==> src/rtl/conv_loop_addr_gen.sv <==
// Six-deep conv loop sequencer emitting per-MAC input/weight/output BRAM addresses plus accumulator flags.
// 1-cycle start-to-first-tuple latency; the tuple is held stable while addr_ready is low.
module conv_loop_addr_gen #(
  parameter int ADDR_W   = 14,
  parameter int LANES    = 4,
  parameter int STRIDE_W = 3
) (
  input  logic                clk,
  input  logic                rst,
  input  logic                start,
  input  logic                abort,
  input  logic [ADDR_W-1:0]   do_n,
  input  logic [ADDR_W-1:0]   di_n,
  input  logic [ADDR_W-1:0]   dr,
  input  logic [ADDR_W-1:0]   dc,
  input  logic [ADDR_W-1:0]   dkr,
  input  logic [ADDR_W-1:0]   dkc,
  input  logic [ADDR_W-1:0]   dr_out,
  input  logic [ADDR_W-1:0]   dc_out,
  input  logic [STRIDE_W-1:0] stride,
  input  logic [ADDR_W-1:0]   inaddr,
  input  logic [ADDR_W-1:0]   waddr,
  input  logic [ADDR_W-1:0]   outaddr,
  input  logic                addr_ready,
  output logic                addr_valid,
  output logic [ADDR_W-1:0]   in_addr,
  output logic [ADDR_W-1:0]   w_addr,
  output logic [ADDR_W-1:0]   out_addr,
  output logic [ADDR_W-1:0]   w_lane_stride,
  output logic [LANES-1:0]    lane_mask,
  output logic                pixel_first,
  output logic                pixel_last,
  output logic                frame_last,
  output logic                busy,
  output logic                done,
  output logic                err
);

  localparam logic [ADDR_W-1:0] ONE     = ADDR_W'(1);
  localparam logic [ADDR_W-1:0] LANES_A = ADDR_W'(LANES);
  localparam logic [ADDR_W:0]   LANES_X = (ADDR_W+1)'(LANES);

  typedef enum logic [1:0] {IDLE, RUN, DONE} state_t;

  typedef struct packed {
    logic [ADDR_W-1:0] do_n;
    logic [ADDR_W-1:0] di_n;
    logic [ADDR_W-1:0] dr;
    logic [ADDR_W-1:0] dc;
    logic [ADDR_W-1:0] dkr;
    logic [ADDR_W-1:0] dkc;
    logic [ADDR_W-1:0] dr_out;
    logic [ADDR_W-1:0] dc_out;
    logic [ADDR_W-1:0] stride;
    logic [ADDR_W-1:0] inaddr;
    logic [ADDR_W-1:0] waddr;
    logic [ADDR_W-1:0] outaddr;
  } cfg_t;

  typedef struct packed {
    logic [ADDR_W-1:0] io;
    logic [ADDR_W-1:0] ir;
    logic [ADDR_W-1:0] ic;
    logic [ADDR_W-1:0] ii;
    logic [ADDR_W-1:0] ikr;
    logic [ADDR_W-1:0] ikc;
  } cnt_t;

  state_t            state;
  cfg_t              cfg_q, cfg_in, cfg_sel;
  cnt_t              cnt_q, cnt_adv, cnt_nxt;
  logic              cfg_bad, hs;
  logic [ADDR_W-1:0] in_nxt, w_nxt, out_nxt, wstride_nxt;
  logic [LANES-1:0]  mask_nxt;
  logic              pf_nxt, pl_nxt, fl_nxt, group_last;

  always_comb begin
    cfg_in.do_n    = do_n;
    cfg_in.di_n    = di_n;
    cfg_in.dr      = dr;
    cfg_in.dc      = dc;
    cfg_in.dkr     = dkr;
    cfg_in.dkc     = dkc;
    cfg_in.dr_out  = dr_out;
    cfg_in.dc_out  = dc_out;
    cfg_in.stride  = ADDR_W'(stride);
    cfg_in.inaddr  = inaddr;
    cfg_in.waddr   = waddr;
    cfg_in.outaddr = outaddr;
    cfg_bad = (do_n == '0) || (di_n == '0) || (dr == '0) || (dc == '0) || (dkr == '0) ||
              (dkc == '0) || (dr_out == '0) || (dc_out == '0) || (stride == '0);
  end

  assign hs = addr_valid & addr_ready;

  // Odometer step, innermost ikc first; only meaningful while a tuple is pending.
  always_comb begin
    cnt_adv = cnt_q;
    if (cnt_q.ikc != cfg_q.dkc - ONE) begin
      cnt_adv.ikc = cnt_q.ikc + ONE;
    end else begin
      cnt_adv.ikc = '0;
      if (cnt_q.ikr != cfg_q.dkr - ONE) begin
        cnt_adv.ikr = cnt_q.ikr + ONE;
      end else begin
        cnt_adv.ikr = '0;
        if (cnt_q.ii != cfg_q.di_n - ONE) begin
          cnt_adv.ii = cnt_q.ii + ONE;
        end else begin
          cnt_adv.ii = '0;
          if (cnt_q.ic != cfg_q.dc_out - ONE) begin
            cnt_adv.ic = cnt_q.ic + ONE;
          end else begin
            cnt_adv.ic = '0;
            if (cnt_q.ir != cfg_q.dr_out - ONE) begin
              cnt_adv.ir = cnt_q.ir + ONE;
            end else begin
              cnt_adv.ir = '0;
              cnt_adv.io = cnt_q.io + LANES_A;
            end
          end
        end
      end
    end
  end

  // At start the first tuple is built straight from the cfg pins with zeroed counters.
  always_comb begin
    cfg_sel = (state == IDLE) ? cfg_in : cfg_q;
    cnt_nxt = (state == IDLE) ? '0 : cnt_adv;
    in_nxt  = cfg_sel.inaddr + ((cnt_nxt.ii * cfg_sel.dr + cnt_nxt.ir * cfg_sel.stride + cnt_nxt.ikr)
              * cfg_sel.dc + cnt_nxt.ic * cfg_sel.stride + cnt_nxt.ikc);
    w_nxt   = cfg_sel.waddr + (((cnt_nxt.io * cfg_sel.di_n + cnt_nxt.ii) * cfg_sel.dkr + cnt_nxt.ikr)
              * cfg_sel.dkc + cnt_nxt.ikc);
    out_nxt = cfg_sel.outaddr + (cnt_nxt.io * cfg_sel.dr_out + cnt_nxt.ir) * cfg_sel.dc_out + cnt_nxt.ic;
    wstride_nxt = cfg_sel.di_n * cfg_sel.dkr * cfg_sel.dkc;
    mask_nxt = '0;
    for (int j = 0; j < LANES; j++) begin
      mask_nxt[j] = ({1'b0, cnt_nxt.io} + (ADDR_W+1)'(j)) < {1'b0, cfg_sel.do_n};
    end
    group_last = ({1'b0, cnt_nxt.io} + LANES_X) >= {1'b0, cfg_sel.do_n};
    pf_nxt = (cnt_nxt.ii == '0) && (cnt_nxt.ikr == '0) && (cnt_nxt.ikc == '0);
    pl_nxt = (cnt_nxt.ii == cfg_sel.di_n - ONE) && (cnt_nxt.ikr == cfg_sel.dkr - ONE) &&
             (cnt_nxt.ikc == cfg_sel.dkc - ONE);
    fl_nxt = pl_nxt && (cnt_nxt.ic == cfg_sel.dc_out - ONE) && (cnt_nxt.ir == cfg_sel.dr_out - ONE) &&
             group_last;
  end

  always_ff @(posedge clk) begin
    if (rst || abort) begin
      state         <= IDLE;
      cfg_q         <= '0;
      cnt_q         <= '0;
      addr_valid    <= 1'b0;
      in_addr       <= '0;
      w_addr        <= '0;
      out_addr      <= '0;
      w_lane_stride <= '0;
      lane_mask     <= '0;
      pixel_first   <= 1'b0;
      pixel_last    <= 1'b0;
      frame_last    <= 1'b0;
      busy          <= 1'b0;
      done          <= 1'b0;
      err           <= 1'b0;
    end else begin
      done <= 1'b0;
      err  <= 1'b0;
      case (state)
        IDLE: begin
          if (start) begin
            if (cfg_bad) begin
              err  <= 1'b1;
              done <= 1'b1;
            end else begin
              state         <= RUN;
              busy          <= 1'b1;
              cfg_q         <= cfg_in;
              cnt_q         <= cnt_nxt;
              w_lane_stride <= wstride_nxt;
              addr_valid    <= 1'b1;
              in_addr       <= in_nxt;
              w_addr        <= w_nxt;
              out_addr      <= out_nxt;
              lane_mask     <= mask_nxt;
              pixel_first   <= pf_nxt;
              pixel_last    <= pl_nxt;
              frame_last    <= fl_nxt;
            end
          end
        end
        RUN: begin
          if (hs) begin
            if (frame_last) begin
              state       <= DONE;
              busy        <= 1'b0;
              done        <= 1'b1;
              addr_valid  <= 1'b0;
              in_addr     <= '0;
              w_addr      <= '0;
              out_addr    <= '0;
              lane_mask   <= '0;
              pixel_first <= 1'b0;
              pixel_last  <= 1'b0;
              frame_last  <= 1'b0;
            end else begin
              cnt_q       <= cnt_nxt;
              in_addr     <= in_nxt;
              w_addr      <= w_nxt;
              out_addr    <= out_nxt;
              lane_mask   <= mask_nxt;
              pixel_first <= pf_nxt;
              pixel_last  <= pl_nxt;
              frame_last  <= fl_nxt;
            end
          end
        end
        default: state <= IDLE;
      endcase
    end
  end

endmodule

==> config.mk <==
export PLATFORM = sky130hd
export DESIGN_NAME = conv_loop_addr_gen
export DESIGN_NICKNAME = d
export VERILOG_FILES = /design/src/rtl/conv_loop_addr_gen.sv
export SDC_FILE = /design/constraint.sdc
export NUM_CORES = 2
export LEC_CHECK = 0
export ABC_AREA = 1
export CAP_MARGIN = 5
export CORE_ASPECT_RATIO = 1.2
export CORE_UTILIZATION = 52
export DETAILED_ROUTE_END_ITERATION = 8
export GPL_TIMING_DRIVEN = 0
export PLACE_DENSITY = 0.7
export SETUP_SLACK_MARGIN = 0.5
export SYNTH_ARGS = -nofsm -noshare
export SYNTH_HDL_FRONTEND = slang
export SYNTH_SLANG_ARGS = --single-unit
==> constraint.sdc <==
create_clock -name clk -period 20.7 [get_ports clk]
set_input_delay 6.21 -clock clk [delete_from_list [all_inputs] [get_ports clk]]
set_output_delay 6.21 -clock clk [all_outputs]
set_load 0.01 [all_outputs]
==> Word level (Yosys, flattened, before mapping) <==
Cells that the tools add are included.
{ "word_totals": {"register_bits": 309, "latchBits": 0, "ram_bits": 0, "rom_bits": 0, "input_bits": 162, "elab_cells": 200, "mem_count": 0} }
{ "classes": {"n_addsub": 32, "mul": 11, "div_mod_pow": 0, "order_cmp": 5, "eq_ne": 16, "n_shift": 0, "mux": 67, "n_bitwise": 3, "reduce_logical": 36} }
{ "op_table": {"columns": ["operator", "count"], "rows": [
  ["$mux W84", 5],
  ["$mux W14", 18],
  ["$add A14 B14 Y14", 12],
  ["$mux W168", 1],
  ["$pmux W84 S2", 1],
  ["$logic_not A14 Y1", 11],
  ["$mul A14 B14 Y14", 11],
  ["$sub A14 B1 Y14 const B", 10],
  ["$pmux W14 S2", 3],
  ["$add A14 B1 Y14 const B", 5],
  ["$eq A14 B14 Y1", 5],
  ["$mux W70", 1],
  ["$ne A14 B14 Y1", 5],
  ["$mux W56", 1],
  ["$lt A15 B14 Y1", 3],
  ["$mux W42", 1],
  ["$add A14 B2 Y15 const B", 2],
  ["$mux W28", 1],
  ["$mux W1", 20],
  ["$mux W4", 4],
  ["$add A14 B1 Y15 const B", 1],
  ["$add A14 B3 Y15 const B", 1],
  ["$ge A15 B14 Y1", 1],
  ["$add A14 B3 Y14 const B", 1],
  ["18 further kinds", 46]
]} }

==> Depth between registers and ports, before layout <==
{ "depth": {"word_depth": 18, "depth_mapped": 79, "depth_no_buf": 78} }

==> Worst setup path before layout <==
No wires, ideal clock.
{ "synth_path": {"path_type": "input-to-reg", "start": "input port di_n[0]", "end": "register w_addr[13]", "setup_ns": 0.134, "arrival_ns": 19.106, "required_time_ns": 20.566, "path_slack_ns": 1.461, "cell_stages": 51, "path_buffers": 2, "cell_sequence": "or2_2 > o21a_1 > clkbuf_1 > clkbuf_1 > nand2_1 > fa_1 > fa_1 > fa_1 > fa_1 > fa_1 > fa_1 > inv_1 > ha_1 > a21oi_1 > nand2_1 > or2_2 > nand2_1 > inv_1 > (+15 left out) > xor2_1 > nand2_1 > fa_1 > fa_1 > inv_1 > fa_1 > fa_1 > inv_1 > fa_1 > fa_1 > inv_1 > ha_1 > a21oi_1 > xor2_1 > xnor2_1 > nand4_1 > nand3_1 > a21oi_1"} }
{ "synth_via": {"elab_chain_cells": 11} }
{ "synth_lines": {"columns": ["element", "line_no", "rtl"], "rows": [
  ["start, declared", "13", "input logic [ADDR_W-1:0] di_n,"],
  ["$mux W168 or $logic_not A14 Y1 (tied branches)", "129, 90", null],
  ["$mul A14 B14 Y14 or $logic_or A1 B1 Y1 (tied branches)", "133, 90", null],
  ["$add A14 B14 Y14 or $logic_or A1 B1 Y1 (tied branches)", "133, 90", null],
  ["$mul A14 B14 Y14 or $logic_or A1 B1 Y1 (tied branches)", "133, 90", null],
  ["$add A14 B14 Y14 or $logic_or A1 B1 Y1 (tied branches)", "133, 90", null],
  ["$mul A14 B14 Y14 or $logic_or A1 B1 Y1 (tied branches)", "134, 90", null],
  ["$add A14 B14 Y14 or $logic_or A1 B1 Y1 (tied branches)", "134, 91", null],
  ["$add A14 B14 Y14 or $logic_or A1 B1 Y1 (tied branches)", "133, 91", null],
  ["$mux W14, or another cell as far along", "194", "if (frame_last) begin"],
  ["$mux W14, or another cell as far along", "193", "if (hs) begin"],
  ["$pmux W14 S2 or $reduce_and A4 Y1 (tied branches)", null, null],
  ["end signal, assigned", "183", "w_addr <= w_nxt;"],
  ["end signal, assigned", "209", "w_addr <= w_nxt;"],
  ["end, declared", "27", "output logic [ADDR_W-1:0] w_addr,"]
]} }
Several ways; a longest one is shown, not always the timed one. The select of a mux whose other input is x is not followed.
A chain may end at the register's enable or synchronous reset.

==> Worst setup path in the final report <==
{ "layout_path": {"start": "input port di_n[7]", "end": "register w_addr[13]"} }
Same word-level chain as after synthesis.

==> out/results.md <==
| Quantity | Reported |
| --- | --- |
| Via density per instance | 5.60 |
| H-tree depth | 2 |
| Number of violations reported at the end of detailed-routing iteration 0 | 4896 |
| Post-synthesis share of cell area spent on and, or, nand and nor gates | 23.6% |
| Final critical-path required period | 19.80 ns |
| Syn-to-layout area delta | 11.3% |
| Mapped Area | 55800 um^2 |
| Smallest setup slack after layout | 0.903 ns |
| Fraction of layout instances using a drive strength above 1 | 5.03% |
| Final-report setup violation count | 0 |
| Per-instance average area after synthesis | 7.18 um^2 |
| Crit path launch type | input pin |
| Area of combinational cells with multiple inputs | 43100 um^2 |
| Detailed Place HPWL | 178000 um |
| Ys async rst share | 0% |
| Total of fill cells in the finished design | 10200 |
| Minimum setup slack after placement | -2.05 ns |
| Antenna violations before repair | 8 |
| Cell repeated most along the worst path | sky130_fd_sc_hd__fa_1 |
| DIE HEIGHT | 361 um |
| Violations in the final reports | design-rule violations, max-capacitance violations, max-slew violations |
| Outcome | finished, violations left |
| Quantity of I/O buffers inserted on ports | 228 |
| Total via count in the routed design | 53300 |
| Total routing resource utilization after global routing | 39.6% |
| Number of top-level design ports | 229 |
| Required time at the worst-slack endpoint | 21.18 ns |
| Area taken by flip-flops and latches | 6190 um^2 |
| Count of max-cap constraint violations | 3 |
| Detail Route Antenna Nets | 0 |
| Post-cts hold buffer count | 0 |
| Main combinational cell family by area after synthesis | adder cells |
| Number of flops mapped to enable cells by yosys | 0 |
| TritonCTS clock tree | built |
| Worst Min Path Start | cfg_q[42] |
| Ys flop type | sky130_fd_sc_hd__dfxtp_1 |
| Sequential element share of the synthesized area | 11.1% |
| Total power density per cell area | 131 nW/um^2 |
| Worst setup path startpoint | di_n[7] |
| CTS Sinks | 309 |
| Post-synth net total | 9189 |
| Category of the critical setup timing path | input pin to register |
| Clock insertion delay at the later pin of the skew report | 0.63 ns |
| Gr ovfl total | 0 |
| Flops & latches, synth | 309 |
| Number of unique standard cell types used by synthesis | 63 |
| Clock buffer depth | 3 |
| Post-synthesis cell count | 7773 |
| Highest attainable clock frequency | 50.5 MHz |
| Initial standard-cell utilization of the core | 52.5% |
| Worst r2r src | cfg_q[84] |
| Number of buffers inserted during clock tree synthesis | 41 |
| Adder and majority gate portion of the synthesized area | 37.3% |
| Average detailed-routed wire length per instance | 22.6 um |
| Post-Route WL | 215000 um |
| Pin count of the biggest net entering global routing | 14 |
| Critical Path Slowest Stage Cell | sky130_fd_sc_hd__fa_1 |
| Overall die width | 301 um |
| Nets | 9493 |
| Largest fanout on the critical path | 4 |
| Clock root cell | sky130_fd_sc_hd__clkbuf_16 |
| Clock transition at path regs | 0.06 ns |
| Final Skew | 0.0294 ns |
| Worst hold path type | register to register |
| First-pass GRT wire length | 320000 um |
| Worst-case vdd ir drop | 0.00187 V |
| Full die area | 109000 um^2 |
| Area of the core | 106000 um^2 |
| Via count of the first global-routing pass | 53200 |
| Slew Limit Fails | 20 |
| Critical path data arrival time | 20.28 ns |
| Complex-gate fraction of the synthesized area | 8.27% |
| Hold violation count in the final report | 0 |
| Multiplexer share of the synthesized area | 0.484% |
| Relative slew slack | -3.07% |
| Critical Path Max Stage Delay | 0.57 ns |
| Routability congestion estimate from global placement | 1.02 |
| # DRC | 44 |
| Final core utilization | 58.4% |
| Setup Total Neg Slack | 0 ns |
| Post-route total power | 8.14 mW |
| Final cycle utilization of the critical path | 95.6% |
| Unrepaired setup endpoints after global routing | no |
| Post-Synth XOR/XNOR Area | 6.98% |
| Worst-margin pin slew | 1.54 ns |
| Kind of end point of the critical path | register |
| Router iterations before antenna repair | 8 |
| Cell Rows | 131 |
| Static Leakage | 31.2 nW |
| Synth warn | 0 |
==> synth_stat cells, drive strengths merged (8+ instances only) <==
| library cell | count | area share, % |
|---|---|---|
| a211oi | 8 | 0.11 |
| a21oi | 367 | 3.3 |
| fa | 683 | 24 |
| o21ai | 434 | 4.0 |
| nand2 | 1413 | 9.6 |
| o21bai | 17 | 0.24 |
| nor3 | 59 | 0.57 |
| or2 | 43 | 0.48 |
| nand3b | 38 | 0.53 |
| mux2i | 27 | 0.48 |
| nand4 | 96 | 1.1 |
| clkbuf | 182 | 1.2 |
| inv | 1523 | 10 |
| nor2 | 1093 | 7.9 |
| clkinv | 29 | 0.19 |
| xnor2 | 139 | 2.2 |
| dfxtp | 309 | 11 |
| nand3 | 290 | 2.9 |
| ha | 571 | 13 |
| buf | 59 | 0.67 |
| nor4 | 37 | 0.43 |
| xor2 | 301 | 4.7 |
==> registers in the layout (all words and copies together) (netlist names) <==
register / count
pixel_last: 1
lane_mask: 4
w_addr: 14
in_addr: 14
w_lane_stride: 14
cnt_q: 84
cfg_q: 157
frame_last: 1
done: 1
pixel_first: 1
err: 1
out_addr: 14
state: 2
busy: 1
==> cell families (layout without fill, tap and decap cells) <==
kind of cell	count (synthesis)	after routing
AND/OR/NAND/NOR	3078	3078
buffers and inverters	1793	2130
adder cells (fa/ha/maj)	1254	1254
AO/OA/AOI/OAI	870	870
XOR/XNOR	442	442
flip-flops	309	309
multiplexers	27	27
other	0	5
==> placed cells by master, fill, tap and decap left out, drive strengths merged, types with 3 or more instances in the layout <==
master / netlist / layout
clkinv: 29 / 36
mux2i: 27 / 27
xnor2: 139 / 139
buf: 59 / 97
nand4: 96 / 96
a21o: 5 / 5
bufinv: 0 / 8
clkdlybuf4s50: 0 / 222
dfxtp: 309 / 309
a21oi: 367 / 367
nand2: 1413 / 1413
inv: 1523 / 1526
dlymetal6s2s: 0 / 4
a211oi: 8 / 8
ha: 571 / 571
o211ai: 6 / 6
nor2: 1093 / 1093
fa: 683 / 683
o21a: 7 / 7
o31ai: 3 / 3
o21ai: 434 / 434
diode: 0 / 5
clkinvlp: 0 / 6
and2: 5 / 5
nor3: 59 / 59
or2: 43 / 43
xor2: 301 / 301
o221a: 3 / 3
nand3: 290 / 290
clkbuf: 182 / 231
o221ai: 5 / 5
nand3b: 38 / 38
nor4: 37 / 37
o21bai: 17 / 17
==> worst max-delay path: cells and delay by family <==
kind / cells / cell delay, ns
AO/OA/AOI/OAI: 4 / 0.52
adder cells (fa/ha/maj): 21 / 9.85
AND/OR/NAND/NOR: 10 / 1.42
buffers and inverters: 15 / 1.71
XOR/XNOR: 3 / 0.52
==> layout make-up <==
type / instances / share of cell area [%]
diodes: 5 / 0.0201
clock buffers: 52 / 1.81
clock inverters: 24 / 0.586
well taps: 1396 / 2.81
inverters: 1552 / 9.41
multi-input cells: 5671 / 69.4
repair buffers: 261 / 4.22
plain buffers: 241 / 1.81
flip-flops and latches: 309 / 9.95
==> final timing paths <==
kind,depth (start not counted),endpoint,slack (ns)
worst min-delay path,2,cfg_q[42],0.45
worst max register to register,68,w_addr[13],2.47
worst max-delay path,53,w_addr[13],0.90
worst min register to register,2,cfg_q[42],0.45
==> power breakdown <==
part / internal, mW / switching, mW
clock: 0.490 / 0.339
sequential: 0.641 / 0.0382
combinational: 2.64 / 4.00
total: 3.77 / 4.38
==> per-stage QoR <==
stage	instance area [um^2]	hold WS, ns	cells
3_5_place_dp	59900	0.442	9402
4_1_cts	61700	0.450	9486
2_1_floorplan	55800	0.425	7773
5_1_grt	62100	0.466	9507
3_3_place_gp	59800	0.434	9397
6_report	62200	0.451	9511
==> metal layers <==
layer	vias up	wire (um)	GRT usage, %
li1	24500	-	-
met1	25600	79900	47.4
met2	2448	97600	63.6
met3	691	19100	6.99
met4	4	18300	28.8
met5	-	18	0
==> what timing repair did <==
item	4_1_cts	5_1_grt
endpoints found under the hold margin	0	0
pin swaps	14	31
endpoints found under the setup margin	5	1
resized for setup	55	67
setup buffers	8	18
No activity file was read; power rests on OpenSTA's default activity.
